**config.mk**
```make
export PLATFORM = sky130hd
export DESIGN_NAME = sprite_memory_arbiter
export DESIGN_NICKNAME = d
export VERILOG_FILES = /design/src/rtl/sprite_mem_pkg.sv /design/src/rtl/sprite_memory_arbiter_valid_delay_line.sv /design/src/rtl/sprite_memory_arbiter.sv
export SDC_FILE = /design/constraint.sdc
export NUM_CORES = 1
export LEC_CHECK = 0
export CORE_MARGIN = 3
export CORE_UTILIZATION = 50
export CTS_CLUSTER_DIAMETER = 30
export DETAILED_ROUTE_END_ITERATION = 7
export DONT_BUFFER_PORTS = 1
export PLACE_DENSITY = 0.68
export SKIP_LAST_GASP = 1
export SLEW_MARGIN = 20
export SYNTH_ARGS = -nofsm -noshare
export SYNTH_HDL_FRONTEND = slang
export SYNTH_SLANG_ARGS = --single-unit
```
**constraint.sdc**
```tcl
create_clock -name i_clock -period 4.4 [get_ports i_clock]
set_input_delay 0.88 -clock i_clock [delete_from_list [all_inputs] [get_ports i_clock]]
set_output_delay 0.88 -clock i_clock [all_outputs]
set_load 0.01 [all_outputs]
```
**src/rtl/sprite_mem_pkg.sv**
```systemverilog
`default_nettype none
// ============================================================================
// sprite_mem_pkg
// Shared state encoding and default geometry for the sprite memory arbiter.
// Rev 1.0
// ============================================================================
package sprite_mem_pkg;

    typedef enum logic [0:0] {
        ST_CLEAR = 1'b0,
        ST_RUN   = 1'b1
    } arb_state_t;

    localparam int SPRITE_ADDR_W = 14;
    localparam int SPRITE_DATA_W = 9;
    localparam int SPRITE_DEPTH  = 16384;

endpackage
`default_nettype wire

```
**src/rtl/sprite_memory_arbiter_valid_delay_line.sv**
```systemverilog
`default_nettype none
// ============================================================================
// valid_delay_line
// Shift register tracking which memory cycles carry an outstanding read.
// Rev 1.0
// ============================================================================
module valid_delay_line #(
    parameter int STAGES = 3
) (
    input  logic i_clock,
    input  logic i_reset,
    input  logic i_push,
    output logic o_pop
);

    logic [STAGES-1:0] r_shift;

    generate
        if (STAGES == 1) begin : g_single
            always_ff @(posedge i_clock or posedge i_reset) begin
                if (i_reset) r_shift <= '0;
                else         r_shift <= i_push;
            end
        end else begin : g_multi
            always_ff @(posedge i_clock or posedge i_reset) begin
                if (i_reset) r_shift <= '0;
                else         r_shift <= {r_shift[STAGES-2:0], i_push};
            end
        end
    endgenerate

    assign o_pop = r_shift[STAGES-1];

endmodule
`default_nettype wire

```
**src/rtl/sprite_memory_arbiter.sv**
```systemverilog
`default_nettype none
// ============================================================================
// sprite_memory_arbiter
// Clears sprite memory after reset, then shares its port: reads first, writes
// force-granted after a bounded wait.  Rev 1.0
// ============================================================================
module sprite_memory_arbiter
    import sprite_mem_pkg::*;
#(
    parameter int                ADDR_W       = SPRITE_ADDR_W,
    parameter int                DATA_W       = SPRITE_DATA_W,
    parameter int                DEPTH        = SPRITE_DEPTH,
    parameter int                READ_LATENCY = 2,
    parameter int                STARVE_LIMIT = 8,
    parameter bit                CLEAR_EN     = 1'b1,
    parameter logic [DATA_W-1:0] CLEAR_VALUE  = '0
) (
    input  logic              i_clock,
    input  logic              i_reset,
    input  logic              i_rd_valid,
    input  logic [ADDR_W-1:0] i_rd_addr,
    output logic              o_rd_ready,
    output logic              o_rd_data_valid,
    output logic [DATA_W-1:0] o_rd_data,
    input  logic              i_wr_valid,
    input  logic [ADDR_W-1:0] i_wr_addr,
    input  logic [DATA_W-1:0] i_wr_data,
    output logic              o_wr_ready,
    output logic [ADDR_W-1:0] o_mem_address,
    output logic [DATA_W-1:0] o_mem_data,
    output logic              o_mem_wren,
    input  logic [DATA_W-1:0] i_mem_q,
    output logic              o_init_done,
    output logic              o_starve_force
);

    localparam int                c_cnt_w        = $clog2(STARVE_LIMIT + 1);
    localparam logic [c_cnt_w-1:0] c_starve_limit = c_cnt_w'(STARVE_LIMIT);
    localparam logic [ADDR_W-1:0] c_last_addr    = ADDR_W'(DEPTH - 1);

    arb_state_t          r_state;
    arb_state_t          w_state_nxt;
    logic [ADDR_W-1:0]   r_clr_addr;
    logic [c_cnt_w-1:0]  r_starve_cnt;
    logic [ADDR_W-1:0]   r_mem_address;
    logic [DATA_W-1:0]   r_mem_data;
    logic                r_mem_wren;
    logic                r_init_done;
    logic [DATA_W-1:0]   r_rd_data;
    logic                r_rd_data_valid;
    logic                w_run;
    logic                w_force;
    logic                w_rd_ready;
    logic                w_wr_ready;
    logic                w_rd_acc;
    logic                w_wr_acc;
    logic                w_starve_force;
    logic                w_rd_return;

    always_ff @(posedge i_clock or posedge i_reset) begin
        if (i_reset) r_state <= CLEAR_EN ? ST_CLEAR : ST_RUN;
        else         r_state <= w_state_nxt;
    end

    // Gating on init_done keeps both readies low in reset and during the
    // first cycle after release when the sweep is disabled.
    always_comb begin
        w_state_nxt    = r_state;
        w_run          = (r_state == ST_RUN) && r_init_done;
        w_force        = (r_starve_cnt == c_starve_limit);
        w_rd_ready     = w_run && !w_force;
        w_wr_ready     = w_run && (w_force || !i_rd_valid);
        w_rd_acc       = i_rd_valid && w_rd_ready;
        w_wr_acc       = i_wr_valid && w_wr_ready && !w_rd_acc;
        w_starve_force = w_run && w_force && i_wr_valid;
        case (r_state)
            ST_CLEAR: if (r_clr_addr == c_last_addr) w_state_nxt = ST_RUN;
            default:  w_state_nxt = ST_RUN;
        endcase
    end

    always_ff @(posedge i_clock or posedge i_reset) begin
        if (i_reset) begin
            r_clr_addr      <= '0;
            r_starve_cnt    <= '0;
            r_mem_address   <= '0;
            r_mem_data      <= '0;
            r_mem_wren      <= 1'b0;
            r_init_done     <= 1'b0;
            r_rd_data       <= '0;
            r_rd_data_valid <= 1'b0;
        end else begin
            case (r_state)
                ST_CLEAR: begin
                    r_mem_address <= r_clr_addr;
                    r_mem_data    <= CLEAR_VALUE;
                    r_mem_wren    <= 1'b1;
                    r_clr_addr    <= r_clr_addr + 1'b1;
                    if (r_clr_addr == c_last_addr) r_init_done <= 1'b1;
                end
                default: begin
                    r_init_done <= 1'b1;
                    if (w_rd_acc) begin
                        r_mem_address <= i_rd_addr;
                        r_mem_wren    <= 1'b0;
                    end else if (w_wr_acc) begin
                        r_mem_address <= i_wr_addr;
                        r_mem_data    <= i_wr_data;
                        r_mem_wren    <= 1'b1;
                    end else begin
                        r_mem_wren    <= 1'b0;
                    end
                end
            endcase

            if (!i_wr_valid || w_wr_acc)          r_starve_cnt <= '0;
            else if (r_starve_cnt != c_starve_limit) r_starve_cnt <= r_starve_cnt + 1'b1;

            if (w_rd_return) begin
                r_rd_data       <= i_mem_q;
                r_rd_data_valid <= 1'b1;
            end else begin
                r_rd_data_valid <= 1'b0;
            end
        end
    end

    // One extra stage beyond the memory latency for the rd_data register.
    valid_delay_line #(
        .STAGES (READ_LATENCY + 1)
    ) u_valid_delay_line (
        .i_clock (i_clock),
        .i_reset (i_reset),
        .i_push  (w_rd_acc),
        .o_pop   (w_rd_return)
    );

    assign o_rd_ready      = w_rd_ready;
    assign o_wr_ready      = w_wr_ready;
    assign o_starve_force  = w_starve_force;
    assign o_mem_address   = r_mem_address;
    assign o_mem_data      = r_mem_data;
    assign o_mem_wren      = r_mem_wren;
    assign o_init_done     = r_init_done;
    assign o_rd_data       = r_rd_data;
    assign o_rd_data_valid = r_rd_data_valid;

endmodule
`default_nettype wire

```
; Word level (Yosys, flattened, before mapping)
; Index checks and enable logic that the tools add are counted.
[word_totals]
wordCells = 51
output_inout_bits = 38
reg_bits = 57
input_bits = 50
[op_classes]
n_reduce_logical = 17
eq_ne = 6
mux = 16
n_addsub = 2
[ops]
columns = op, count
row1 = 14-bit 2-to-1 mux, 3
row2 = 9-bit 2-to-1 mux, 3
row3 = "14-bit by 1-bit adder with 14-bit output, second input constant", 1
row4 = "14-bit equality test, second input constant", 1
row5 = 1-bit logical AND, 8
row6 = 1-bit 2-to-1 mux, 8
row7 = 4-bit 2-to-1 mux, 2
row8 = "4-bit by 1-bit adder with 4-bit output, second input constant", 1
row9 = "4-bit equality test, second input constant", 1
row10 = 1-bit zero test, 4
row11 = "4-bit != test, second input constant", 1
row12 = 2-bit nonzero test, 2
row13 = "3-bit by 1-bit != test with 1-bit output, second input constant", 1
row14 = 1-bit logical OR, 2
row15 = "2-bit by 1-bit != test with 1-bit output, second input constant", 1
row16 = "2-bit != test, second input constant", 1
row17 = 2-bit AND reduction, 1

; Logic depth before layout (Yosys ltp)
; Gate-level depths: netlist of the first run.
[depth]
depth_word = 9
mapped_depth = 8
depth_no_buf = 6

; Modules after synthesis
; Synthesis of the first run repeated with hierarchy kept, for this count alone.
[hier_totals]
cells_unflattened = 208
area_unflattened_um2 = 2472.4
[by_module_without_submodules]
columns = mod, seq_area_each_um2, instances, cells_per_inst, area_each_um2
row1 = sprite_memory_arbiter, 1351.3, 1, 204, 2393.5
row2 = valid_delay_line, 75.1, 1, 4, 78.8

; Least setup slack after synthesis of the first run
; Ideal clock, no wire load.
[synth_timing]
path_kind = input -> output
start = in i_wr_valid
end = out o_starve_force
arrival_time_ps = 1156
path_buffers = 0
required_ps = 3520
cell_stages = 2
setup_slack_ps = 2364
path_cell_list = nand3_1 -> nor2_1
[synth_between]
elab_chain_cells = 1
[synth_lines]
columns = element, line_no
row1 = start: declaration, sprite_memory_arbiter.sv:25  ; input logic i_wr_valid,
row2 = 1-bit logical AND, sprite_memory_arbiter.sv:75  ; w_starve_force = w_run && w_force && i_wr_valid;
row3 = end: declaration, sprite_memory_arbiter.sv:34  ; output logic o_starve_force
; Every way passes these cells.

; Worst setup path after layout of the first run
[layout_timing]
start = reg r_starve_cnt[0]
end = out o_wr_ready
[layout_between]
elab_chain_cells = 3
[layout_lines]
columns = element, line_no
row1 = start: declaration, sprite_memory_arbiter.sv:44  ; logic [c_cnt_w-1:0] r_starve_cnt;
row2 = start signal: assignment, sprite_memory_arbiter.sv:117  ; else if (r_starve_cnt != c_starve_limit) r_starve_cnt <= r_starve_cnt + 1'b1;
row3 = 4-bit equality test, sprite_memory_arbiter.sv:70  ; w_force = (r_starve_cnt == c_starve_limit);
row4 = 1-bit logical OR, sprite_memory_arbiter.sv:72  ; w_wr_ready = w_run && (w_force || !i_rd_valid);
row5 = 1-bit logical AND, sprite_memory_arbiter.sv:72
row6 = end: declaration, sprite_memory_arbiter.sv:28  ; output logic o_wr_ready,
; Every way passes these cells.

==> metrics, run 1 <==
largest net degree at the start of global routing 58; Crit Path Category reg -> out; ys async rst share 100.0%; grt ovf 0; DR iter-0 viols 85; final wirelength 5028 µm; DP HPWL 3408 µm; Clk Tree Root Cell clkbuf_8; Slew @ Worst Pin 0.8011 ns; Main synth FF type dfrtp_1; Area Overhead vs Synth 10.80%; # hold bufs at CTS 0; post-route cell area 2746 µm²; # diodes 0; routability cong. 0.7319; clock sink total 57; row count 24; max layer used met4; Placeable Area 4564 µm²; # setup viols final 0; FILL cells 403; Die Span X 76.41 µm; Post-CTS Setup Repair Bufs 0; setup total negative slack 0 ns; wire length on met2 2358 µm; CTS tree done; Reg clk slew, reported paths 0.07 ns; post-placement cell area 2516 µm²; class of the worst hold path reg -> reg; antenna-violating nets left 0; FMAX 417.2 MHz; GRT Util Overall 18.84%; initial antenna violation count 0; PortBufs 0; wire per inst 16.65 µm; synth unique cells 29; CP endpoint kind output pin; TritonCTS Buffers 9; DRT met1 WL 2105 µm; most frequent cells in the layout dfrtp_1 (57), nor2_1 (34), nand2_1 (30), nand3_1 (15), o22ai_1 (14); Period Utilization, post-route 54.48%; crit path time final 2.397 ns; Slew Limit Fails 0; final cell count without fillers 302; Bufs on Longest Clock Path 2; worst skew pair latency 0.33 ns; FF/Latch Area 1426 µm²; first-pass iteration count of the detailed router 4; max cap viols 0; vias 1659; crit path DAT 1.52 ns; post-synthesis cell count 229; first-pass GRT wire length 8473 µm; Yosys reg bits 57; Synth Cell Area 2479 µm²; share of cells above drive strength 1 17.72%; Initial Util 54.30%; multi-input logic area 978.4 µm²; Setup Skew 0.006575 ns; Die Area 5838 µm²; Final nets 285; sequential area share after synthesis 57.55%; Remaining DRCs 0; syn_area_per_cell 10.82 µm²; Yosys warnings 0; critical path peak fanout 6; DIE HEIGHT 76.41 µm; vias in the first global route 1693; met3 wire len 499 µm; slew margin rel. 46.59%; RSZ-0062 raised after global routing false; commonest non-fill, non-tap cell in the layout dfrtp_1; H-tree depth 3; Syn Nets 282; EDFF count, synth 0; Placed Cells 286; CP Data Required Time 3.52 ns; io pins 88; nature of the critical path startpoint register; outcome completed; Vias/cell 5.493; worst vdd ir 0.1880 mV; Hold Vio Cnt, Final 0; Pwr Density 402.2 nW/µm²; Leak Pwr 1.343 nW; post-CTS resize count 0
logic make-up (layout without fill, tap and decap cells):
| group | after synthesis | count (layout) | share of synthesized area [%] |
|---|---|---|---|
| AOI/OAI and AO/OA | 19 | 19 | 5.300 |
| xor gates and xnor gates | 16 | 16 | 5.654 |
| adders and majority gates | 3 | 3 | 1.515 |
| buffers and inverters | 14 | 22 | 2.978 |
| DFF | 57 | 57 | 57.55 |
| muxes | 10 | 10 | 4.543 |
| and+or+nand+nor | 110 | 110 | 22.46 |
sequential cells by signal, summed over array words and instances, names as in the netlist:
| name | cells |
|---|---|
| o_mem_wren | 1 |
| r_state | 1 |
| r_clr_addr | 14 |
| o_init_done | 1 |
| u_valid_delay_line.r_shift | 3 |
| o_rd_data_valid | 1 |
| r_starve_cnt | 4 |
| o_mem_data | 9 |
| o_mem_address | 14 |
| o_rd_data | 9 |
path summary, 6_finish.rpt:
kind                                               startpoint                             to  slack [ns]  depth (start not counted)
worst min register to register  u_valid_delay_line.r_shift[1]  u_valid_delay_line.r_shift[2]        0.35                          0
min in group asynchronous                             i_reset                r_starve_cnt[2]        0.62                          2
worst max-delay path                          r_starve_cnt[0]                     o_wr_ready        2.00                          4
worst max register to register                r_starve_cnt[0]               o_mem_address[8]        2.29                          6
max in group asynchronous                             i_reset                     o_mem_wren        3.32                          2
worst min-delay path            u_valid_delay_line.r_shift[1]  u_valid_delay_line.r_shift[2]        0.35                          0
power by group:
part	switching [mW]	internal, mW	leakage [nW]
registers	0.00247	0.526	0.765
logic	0.0136	0.00530	0.469
clock network	0.207	0.350	0.109
total	0.223	0.882	1.34
metrics by stage:
step / setup slack (ns) / utilization [%] / hold WS [ns] / power, mW
2_1_floorplan: 2.120 / - / 0.3312 / 0.5531
3_3_place_gp: 2.340 / 55.13 / 0.3321 / 0.5579
3_5_place_dp: 2.263 / 55.13 / 0.3365 / 0.5582
4_1_cts: 1.986 / 60.17 / 0.3521 / 1.117
5_1_grt: 1.881 / 60.17 / 0.3592 / 1.153
6_report: 2.003 / 60.17 / 0.3490 / 1.105
worst max-delay path, cell delays in order, from the launching register on:
cell and delay (ns):
dfrtp_1 0.40, inv_1 0.10, ha_1 0.17, nand3b_1 0.19, a21oi_1 0.33
final cells by class:
type / instances / share of cell area, %
clock buffer: 12 / 5.649
multi-input combinational: 158 / 35.63
inverter: 4 / 0.5467
timing repair buffer: 2 / 0.5467
tap: 65 / 2.961
clock inverter: 4 / 2.733
sequential: 57 / 51.94
synth_stat cells, types with 3 or more instances:
cell	count	area, µm²
a21oi_1	3	15.01
buf_2	5	25.02
o22ai_1	14	87.58
mux2_2	10	112.6
nor2_1	34	127.6
nand3_1	15	75.07
nor3_2	11	110.1
inv_1	4	15.01
dfrtp_1	57	1426
nand2_1	30	112.6
ha_1	3	37.54
nand4_1	3	18.77
nor3_1	5	25.02
xnor2_1	13	113.9
xor2_1	3	26.28
layer usage:
metal	global-route usage (%)	vias to the layer above
li1	-	782
met1	23.14	786
met2	28.30	83
met3	9.693	8
met4	7.065	0
met5	0	-
Note: power is estimated with default switching activity, not from simulation.
==> run 2, diff against run 1 <==
==> constraint.sdc (replaced) <==
create_clock -name i_clock -period 2.3 [get_ports i_clock]
set_input_delay 0.46 -clock i_clock [delete_from_list [all_inputs] [get_ports i_clock]]
set_output_delay 0.46 -clock i_clock [all_outputs]
set_load 0.01 [all_outputs]
==> run 2 against run 1 <==
- register-to-register slack worse by 1.8 ns
- sequential share of layout area is 0.26 points higher
- flip-flop and latch count is the same
- routed wire length shrank 1.3%
- non-clock buffer count rose by 4
- design area is 0.50% lower
==> metrics, run 2 (synthesized netlist as in run 1, its figures left out) <==
crit path DAT 1.54 ns (was 1.52 ns); row count 24 (unchanged); CTS tree done (unchanged); Placed Cells 290 (was 286); class of the worst hold path in -> async (was reg -> reg); vias 1652 (was 1659); Period Utilization, post-route 87.04%; Leak Pwr 1.349 nW (was 1.343 nW); DP HPWL 3516 µm (was 3408 µm); met1 usage 23.15% (was 23.14%); Post-CTS Setup Repair Bufs 0 (unchanged); Setup Skew 0.006730 ns (was 0.006575 ns); share of cells above drive strength 1 18.67% (was 17.72%); reg-to-reg slack, setup 0.54 ns (was 2.29 ns); CP endpoint kind output pin (unchanged); first-pass iteration count of the detailed router 4 (unchanged); post-placement cell area 2559 µm² (was 2516 µm²); DIE HEIGHT 76.41 µm (unchanged); crit path time final 2.002 ns; final setup margin 0.2982 ns (was 2.003 ns); wire per inst 16.22 µm (was 16.65 µm); worst r2r src r_state (was r_starve_cnt[0]); Slew @ Worst Pin 0.6410 ns (was 0.8011 ns); slew margin rel. 57.27% (was 46.59%); FMAX 499.5 MHz; grt ovf 0 (unchanged); # diodes 0 (unchanged); Clk Tree Root Cell clkbuf_8 (unchanged); Most Used Layer, Global Route met2 (unchanged); Bufs on Longest Clock Path 2 (unchanged); CP Buf/Inv Count 1 (unchanged); Placeable Area 4564 µm² (unchanged); worst skew pair latency 0.32 ns (was 0.33 ns); H-tree depth 3 (unchanged); critical path cell sequence inv_1, ha_1, nand3b_1, a21oi_1 (unchanged); commonest non-fill, non-tap cell in the layout dfrtp_1 (unchanged); PortBufs 0 (unchanged); Remaining DRCs 0 (unchanged); final cell count without fillers 306 (was 302); CP Data Required Time 1.84 ns (was 3.52 ns); Crit path max-delay family flip-flops (unchanged); Initial Util 54.30% (unchanged); max cap viols 0 (unchanged); FF/Latch Area 1426 µm² (unchanged); setup total negative slack 0 ns (unchanged); routability cong. 0.7511 (was 0.7319); RSZ-0062 raised after global routing false (unchanged); Slew Limit Fails 0 (unchanged); Die Span X 76.41 µm (unchanged); first-pass GRT wire length 8073 µm (was 8473 µm); Final nets 289 (was 285); critical path peak fanout 6 (unchanged); # setup viols final 0 (unchanged); worst vdd ir 0.3996 mV (was 0.1880 mV); Vias/cell 5.399 (was 5.493); vias in the first global route 1646 (was 1693); TritonCTS Buffers 9 (unchanged); final wirelength 4962 µm (was 5028 µm); io pins 88 (unchanged); slowest cell on the critical path dfrtp_1 (unchanged); post-place setup slack 0.5271 ns (was 2.263 ns); Max stage delay on crit path 0.39 ns (was 0.40 ns); Crit Path Category reg -> out (unchanged); GRT Util Overall 17.55% (was 18.84%); outcome completed (unchanged); Pwr Density 680.4 nW/µm² (was 402.2 nW/µm²); # hold bufs at CTS 0 (unchanged); Hold Vio Cnt, Final 0 (unchanged); clock sink total 57 (unchanged); routing usage on met2 26.27% (was 28.30%); crit path from r_starve_cnt[0] (unchanged); most frequent cells in the layout dfrtp_1 (57), nor2_1 (34), nand2_1 (30), nand3_1 (15), o22ai_1 (14) (unchanged); antenna-violating nets left 0 (unchanged); met3 Usage GRT 8.156% (was 9.693%); DR iter-0 viols 53 (was 85); Area Overhead vs Synth 10.25% (was 10.80%); fin util 59.87% (was 60.17%); Reg clk slew, reported paths 0.06 ns (was 0.07 ns); initial antenna violation count 0 (unchanged); multi-input logic area 978.4 µm² (unchanged); FILL cells 391 (was 403); nature of the critical path startpoint register (unchanged); post-route cell area 2733 µm² (was 2746 µm²); post-CTS resize count 0 (unchanged); largest net degree at the start of global routing 32 (was 58); Die Area 5838 µm² (unchanged)
run 2: cell types whose count changed in the layout (fill, tap and decap cells not counted):
cell        before  now
clkinv_2         0    3
clkinvlp_4       2    0
clkbuf_1         1    2
buf_12           0    1
buf_4            2    5
bufinv_16        2    0
run 2: routing by layer:
| layer | vias to the layer above | wire [µm] | share of wire, % |
|---|---|---|---|
| met5 | - | 0 | 0 |
| met4 | 0 | 29 | 0.58 |
| met3 | 4 | 429 | 8.6 |
| met2 | 67 | 2309 | 47 |
| met1 | 791 | 2194 | 44 |
| li1 | 790 | - | - |
run 2: cell type report:
type	count	area share, %
clock buffer	13	5.815
clock inverter	3	0.5495
inverter	4	0.5495
multi-input combinational	158	35.81
sequential	57	52.20
tap	65	2.976
timing repair buffer	6	2.106
run 2: final timing paths:
kind,to,cells past startpoint
max,o_wr_ready,4
min,o_rd_data[7],1
max reg2reg,o_mem_data[6],4
min reg2reg,u_valid_delay_line.r_shift[1],0
max in group asynchronous,o_mem_wren,2
min in group i_clock,o_mem_data[4],2
run 2: per-stage QoR:
| stage | hold WS (ns) | power (mW) |
|---|---|---|
| 2_1_floorplan | 0.3312 | 1.058 |
| 3_3_place_gp | 0.3316 | 1.070 |
| 3_5_place_dp | 0.3364 | 1.071 |
| 4_1_cts | 0.09671 | 1.884 |
| 5_1_grt | 0.1146 | 1.952 |
| 6_report | 0.08229 | 1.859 |
run 2: power by group:
part / switching [mW] / leakage [nW] / total (mW) / internal (mW)
logic: 0.0271 / 0.492 / 0.0396 / 0.0125
registers: 0.00415 / 0.765 / 1.01 / 1.01
clock network: 0.363 / 0.0932 / 0.808 / 0.445
total: 0.394 / 1.35 / 1.86 / 1.46
